==> config.mk <==
export PLATFORM = sky130hd
export DESIGN_NAME = serial_subtractor_32bit
export DESIGN_NICKNAME = d
export VERILOG_FILES = /design/src/rtl/serial_subtractor_32bit.sv
export SDC_FILE = /design/constraint.sdc
export NUM_CORES = 1
export LEC_CHECK = 0
export BUFFER_PORTS_ARGS = -buffer_cell sky130_fd_sc_hd__buf_2
export CAP_MARGIN = 20
export CELL_PAD_IN_SITES_DETAIL_PLACEMENT = 0
export CELL_PAD_IN_SITES_GLOBAL_PLACEMENT = 1
export CORE_MARGIN = 1.5
export CORE_UTILIZATION = 25
export DETAILED_ROUTE_END_ITERATION = 7
export PLACE_DENSITY_LB_ADDON = 0.1
export SLEW_MARGIN = 40
export SYNTH_ARGS = -nofsm -noshare
export SYNTH_HDL_FRONTEND = slang
export SYNTH_SLANG_ARGS = --single-unit
export TNS_END_PERCENT = 30
==> constraint.sdc <==
create_clock -name clk -period 2.4 [get_ports clk]
set_clock_uncertainty 0.2 [all_clocks]
set_input_delay 0.12 -clock clk [delete_from_list [all_inputs] [get_ports clk]]
set_output_delay 0.12 -clock clk [all_outputs]
set_load 0.05 [all_outputs]
==> src/rtl/serial_subtractor_32bit.sv <==
// Bit-serial two's-complement subtractor: in1 - in2 - b_in, one bit per clock,
// LSB first, through a single full-adder cell behind a start/done handshake.
module serial_subtractor_32bit #(
    parameter int WIDTH = 32
) (
    input  logic             clk,
    input  logic             rst_n,
    input  logic             start,
    input  logic [WIDTH-1:0] in1,
    input  logic [WIDTH-1:0] in2,
    input  logic             b_in,
    output logic             busy,
    output logic             done,
    output logic [WIDTH-1:0] diff,
    output logic             b_out,
    output logic             overflow
);

    localparam int CW = $clog2(WIDTH) + 1;

    localparam logic [1:0] S_IDLE = 2'd0;
    localparam logic [1:0] S_RUN  = 2'd1;
    localparam logic [1:0] S_DONE = 2'd2;

    logic [1:0]       r_state;
    logic [WIDTH-1:0] r_a;
    logic [WIDTH-1:0] r_b;
    logic [WIDTH-1:0] r_r;
    logic             r_carry;
    logic [CW-1:0]    r_cnt;

    logic w_accept;
    logic w_last;
    logic w_bn;
    logic w_sum;
    logic w_cout;

    assign w_accept = start & (r_state != S_RUN);
    assign w_last   = (r_cnt == CW'(WIDTH - 1));

    // Subtraction as addition of the inverted subtrahend
    assign w_bn   = ~r_b[0];
    assign w_sum  = r_a[0] ^ w_bn ^ r_carry;
    assign w_cout = (r_a[0] & w_bn) | (r_carry & (r_a[0] ^ w_bn));

    assign busy = (r_state == S_RUN);
    assign done = (r_state == S_DONE);

    always_ff @(posedge clk or negedge rst_n) begin
        if (!rst_n) begin
            r_state  <= S_IDLE;
            r_a      <= '0;
            r_b      <= '0;
            r_r      <= '0;
            r_carry  <= 1'b0;
            r_cnt    <= '0;
            diff     <= '0;
            b_out    <= 1'b0;
            overflow <= 1'b0;
        end else begin
            case (r_state)
                S_IDLE, S_DONE: begin
                    if (w_accept) begin
                        r_a     <= in1;
                        r_b     <= in2;
                        r_carry <= ~b_in;
                        r_cnt   <= '0;
                        r_state <= S_RUN;
                    end else begin
                        r_state <= S_IDLE;
                    end
                end
                S_RUN: begin
                    r_r     <= {w_sum, r_r[WIDTH-1:1]};
                    r_carry <= w_cout;
                    r_a     <= r_a >> 1;
                    r_b     <= r_b >> 1;
                    r_cnt   <= r_cnt + CW'(1);
                    // On the MSB cycle r_a[0]/r_b[0] hold the operand sign bits
                    if (w_last) begin
                        diff     <= {w_sum, r_r[WIDTH-1:1]};
                        b_out    <= ~w_cout;
                        overflow <= (r_a[0] ^ r_b[0]) & (w_sum ^ r_a[0]);
                        r_state  <= S_DONE;
                    end
                end
                default: r_state <= S_IDLE;
            endcase
        end
    end

endmodule
# Word-level counts from Yosys, hierarchy flattened
# Index checks and enable logic that the tools add are counted.
# word_totals
register_bits	139
out_inout_bits	36
inputBits	68
elab_cells	44
# op_classes
eq_ne	6
n_mux	11
n_reduce_logical	5
add_sub_neg	1
bitwise	12
# ops
operator	count
32-bit case mux with 2 select lines	2
32-bit two-way mux	2
6-bit case mux with 2 select lines	1
6-bit by 1-bit adder with 6-bit output, second input constant	1
6-bit by 5-bit == test with 1-bit output, second input constant	1
6-bit two-way mux	1
1-bit bitwise AND	4
2-bit by 1-bit inequality test with 1-bit output, second input constant	2
2-bit case mux with 2 select lines	1
2-bit AND reduction	2
1-bit bitwise XOR	4
1-bit NOT	3
2-bit by 1-bit == test with 1-bit output, second input constant	1
2-bit == test, second input constant	1
2-bit zero test	1
1-bit two-way mux	2
2-bit two-way mux	1
2-bit inequality test, second input constant	1
1-bit case mux with 2 select lines	1
2-bit nonzero test	1
2-bit OR reduction	1
1-bit OR	1

# Longest topological paths before layout
# depth
depth_word	5
mapped_depth	7
ltp_nobuf	5

# Worst setup path after synthesis
# No wires, ideal clock.
# synth_path
kind	register -> register
start	reg r_cnt[0]
end	reg b_out
required_ns	2.075
t_arrival_ns	1.532
path_buffers	1
setup_slack_ns	0.543
stages_incl_launch_ff	6
cell_sequence	dfrtp_1 ha_1 nand4_1 nor3_4 buf_6 mux2_2
# synth_between
elab_chain_cells	2
# synth_lines
element	line	source
start: declaration	30	logic [CW-1:0] r_cnt;
start signal: assignment	78	r_cnt <= r_cnt + CW'(1);
6-bit by 5-bit == test with 1-bit output	39	assign w_last = (r_cnt == CW'(WIDTH - 1));
2-bit AND reduction (no line)	n/a	
end signal: assignment	82	b_out <= ~w_cout;
end: declaration	15	output logic b_out,
# Every way passes these cells.
# A chain may end at the register's enable or synchronous reset.

# Worst setup path in the final report
# layout_path
start	reg r_state[0]
end	out busy
# layout_between
elab_chain_cells	1
# layout_lines
element	line	source
start: declaration	25	logic [1:0] r_state;
start signal: assignment	51	r_state <= S_IDLE;
start signal: assignment	68	r_state <= S_RUN;
start signal: assignment	70	r_state <= S_IDLE;
2-bit by 1-bit == test with 1-bit output	46	assign busy = (r_state == S_RUN);
end: declaration	12	output logic busy,
# Every way passes these cells.

==> impl_metrics.csv <==
group,metric,value,unit
clocking,numCtsBuffers,17,
floorplan,die_w,153.5,um
final_layout,fillers,2265,
synth,ys_types,27,
global_route,grtUsageTotal,13.18,%
timing,period_needed,2230,ps
clocking,clk_pin_slew,60,ps
routing,drt-vias-per-instance,4.544,
final_layout,areaGrowthSynthToFinish,37.60,%
global_route,grt_first_pass_wirelength,24670,um
timing,setup_slack,169.8,ps
global_route,antenna_found_initial,1,
placed_design,pre_cts_ws,444.3,ps
setup_path,required,2080,ps
floorplan,die_h,153.5,um
synth,synth_top_area_share,60.98,%
synth,yosysTopAreaCell,"dfrtp_1",
pwr,peakVddDrop,479.7,uV
synth,avgSynthCellArea,10.75,um2
timing,hold_ws,-2.937,ps
clocking,root_buffer,"clkbuf_16",
clocking,htree_levels,4,
min_path,hold_path.class,"in2async",
placed_design,placed_cells,884,
setup_path,cp-start-kind,"register",
routing,ant_nets,0,
floorplan,io_pins,104,
setup_path,worst-path-buf-inv,3,
timing,drv_slew,0,
setup_path,crit_fanout,23,
setup_path,crit_path_end_kind,"output port",
timing,finalHoldViolCount,1,
synth,synth_seq_cells,138,
placed_design,portBuffers,103,
timing,tns,0,ps
synth,synth_common_cells,"nand2_1, dfrtp_1, nand3_1",
routing,drtIter0Drc,187,
synth,synth_cells,527,
setup_path,max_stage_delay,470,ps
routing,remaining_drc_errors,0,
floorplan,core_area,22030,um2
floorplan,start_util,25.71,%
synth,yosysSeqAreaShare,60.98,%
clocking,clock_path_buffers,2,
final_layout,final_nets,761,
flow_run,maxCapViolCount,0,
final_layout,drive_gt1_share,26.17,%
global_route,grt_overflow,0,
timing,rsz0062_at_grt,"false",
timing,setup_violations,0,
setup_path,critPathSlowestCell,"dfrtp_1",
synth,synth_ff_type,"dfrtp_1",
synth,ys_warn_count,0,
routing,wl_per_cell,14.72,um
global_route,grt_max_degree,54,
setup_path,critPathArrivalTime,1910,ps
clocking,cts.sinks,138,
global_route,grt_pass1_vias,4628,
floorplan,fp-row-count,54,
clocking,cts_tree,"done",
outcome,violations,"hold timing",
routing,first_pass_iters,5,
synth,synthTopCellsByArea,"dfrtp_1, nand2_1, a22oi_1, mux2_2, nand3_1",
timing,fmax,0.4484,GHz
final_layout,fin_util,35.38,%
timing,worstMarginPinSlew,623.0,ps
final_layout,stdcell_count,984,
placed_design,dp_hpwl,8964,um
setup_path,path_delay_family,"buffers and inverters",
synth,synth_edf_count,0,
timing,fin_crit_sh,92.93,%
synth,ys_async_sr_fraction,100.0,%
setup_path,path_cells,"nand2b_4 -> clkinv_2 -> buf_4 -> buf_2",
routing,route.vias.total,4471,
clocking,cts_resized,0,
outcome,status,"finished with violations",
setup_path,criticalPathCategory,"reg2out",
setup_path,rr_startpoint,"r_cnt[0]",
synth,syn_nets,598,
synth,yosysMostFrequentCell,"nand2_1",
pwr,p_per_area,1272,nW/um2
clocking,clock_latency,420,ps
routing,route.final.wire_length,14480,um
timing,relSlewSlack,58.47,%
placed_design,routabilityCongestion,0.7110,
synth,syn-cell-area,5663,um2
pwr,leakage,3.894,nW
floorplan,die-area,23560,um2
setup_path,worstSetupStartpoint,"r_state[0]",
[through the flow]
step,area (um2),total power [mW]
floorplan,5663,6.330
detailed placement,6526,7.286
global route,7792,10.68
CTS,7790,10.09
global placement,6526,7.216
finish,7792,9.909
[worst register-to-register path: stages, from the launching register on]
cell	delay, ps
dfrtp_1	380
ha_1	210
nand4_1	180
nor3_4	210
buf_12	260
mux2_2	370
[sequential cells by signal, summed over array words and instances (netlist names)]
register and cells:
r_r 31, r_cnt 6, diff 32, r_state 2
r_carry 1, r_a 32, r_b 32, b_out 1
overflow 1
[where the power goes]
| part | internal (mW) | leakage, nW | total (mW) | switching (mW) |
|---|---|---|---|---|
| combinational | 1.22 | 1.85 | 3.31 | 2.10 |
| clock | 1.56 | 0.280 | 2.64 | 1.09 |
| sequential | 3.33 | 1.76 | 3.95 | 0.619 |
[cell families (layout without fill, tap and decap cells)]
group | after synthesis | count (layout) | share of synthesized area (%)
other | 0 | 1 | 0
AOI/OAI and AO/OA | 70 | 70 | 9.412
adders and majority gates | 3 | 3 | 0.7953
DFF | 138 | 138 | 60.98
and+or+nand+nor | 231 | 231 | 17.30
muxes | 37 | 37 | 7.269
buffers and inverters | 45 | 221 | 3.778
xor gates and xnor gates | 3 | 3 | 0.4641
[cell type report]
| type | instances | area, um2 | area share (%) |
|---|---|---|---|
| multi-input cells | 344 | 2013 | 25.83 |
| clock inverters | 14 | 163.9 | 2.103 |
| well taps | 280 | 350.3 | 4.496 |
| repair buffers | 184 | 1360 | 17.45 |
| clock buffers | 18 | 429.2 | 5.507 |
| diodes | 1 | 2.502 | 0.03211 |
| flip-flops and latches | 138 | 3453 | 44.32 |
| inverters | 5 | 20.02 | 0.2569 |
[final timing paths]
kind / to / slack [ps] / cells after the start
setup / recovery: busy / 170 / 4
hold / removal: r_r[24] / -3 / 2
setup reg to reg: diff[15] / 480 / 5
hold reg to reg: r_r[1] / 270 / 2
max in group asynchronous: r_cnt[4] / 1330 / 3
min in group clk: r_a[18] / 250 / 4
[routing by layer]
layer | part of all wire [%] | vias up | global-route usage (%)
li1 | - | 2145 | -
met1 | 49 | 2233 | 17.78
met2 | 47 | 86 | 20.69
met3 | 3.8 | 7 | 3.861
met4 | 0.79 | 0 | 3.467
met5 | 0 | - | 0
[cell usage in the layout (no fill, tap or decap), types with 3 or more instances in the layout]
cell	instances
clkinv_4	4
buf_12	5
dfrtp_1	138
a22o_1	5
buf_4	9
clkinvlp_4	3
mux2i_1	4
mux2_2	31
nor2_1	3
buf_2	102
a22oi_1	60
inv_6	4
clkbuf_16	17
nand3_1	62
dlygate4sd3_1	67
nand2_1	155
inv_1	4
[timing repair]
action,CTS,global route
hold endpoints to repair,204,0
hold buffers,67,0
setup buffers,0,0
No activity file was read; power rests on OpenSTA's default activity.
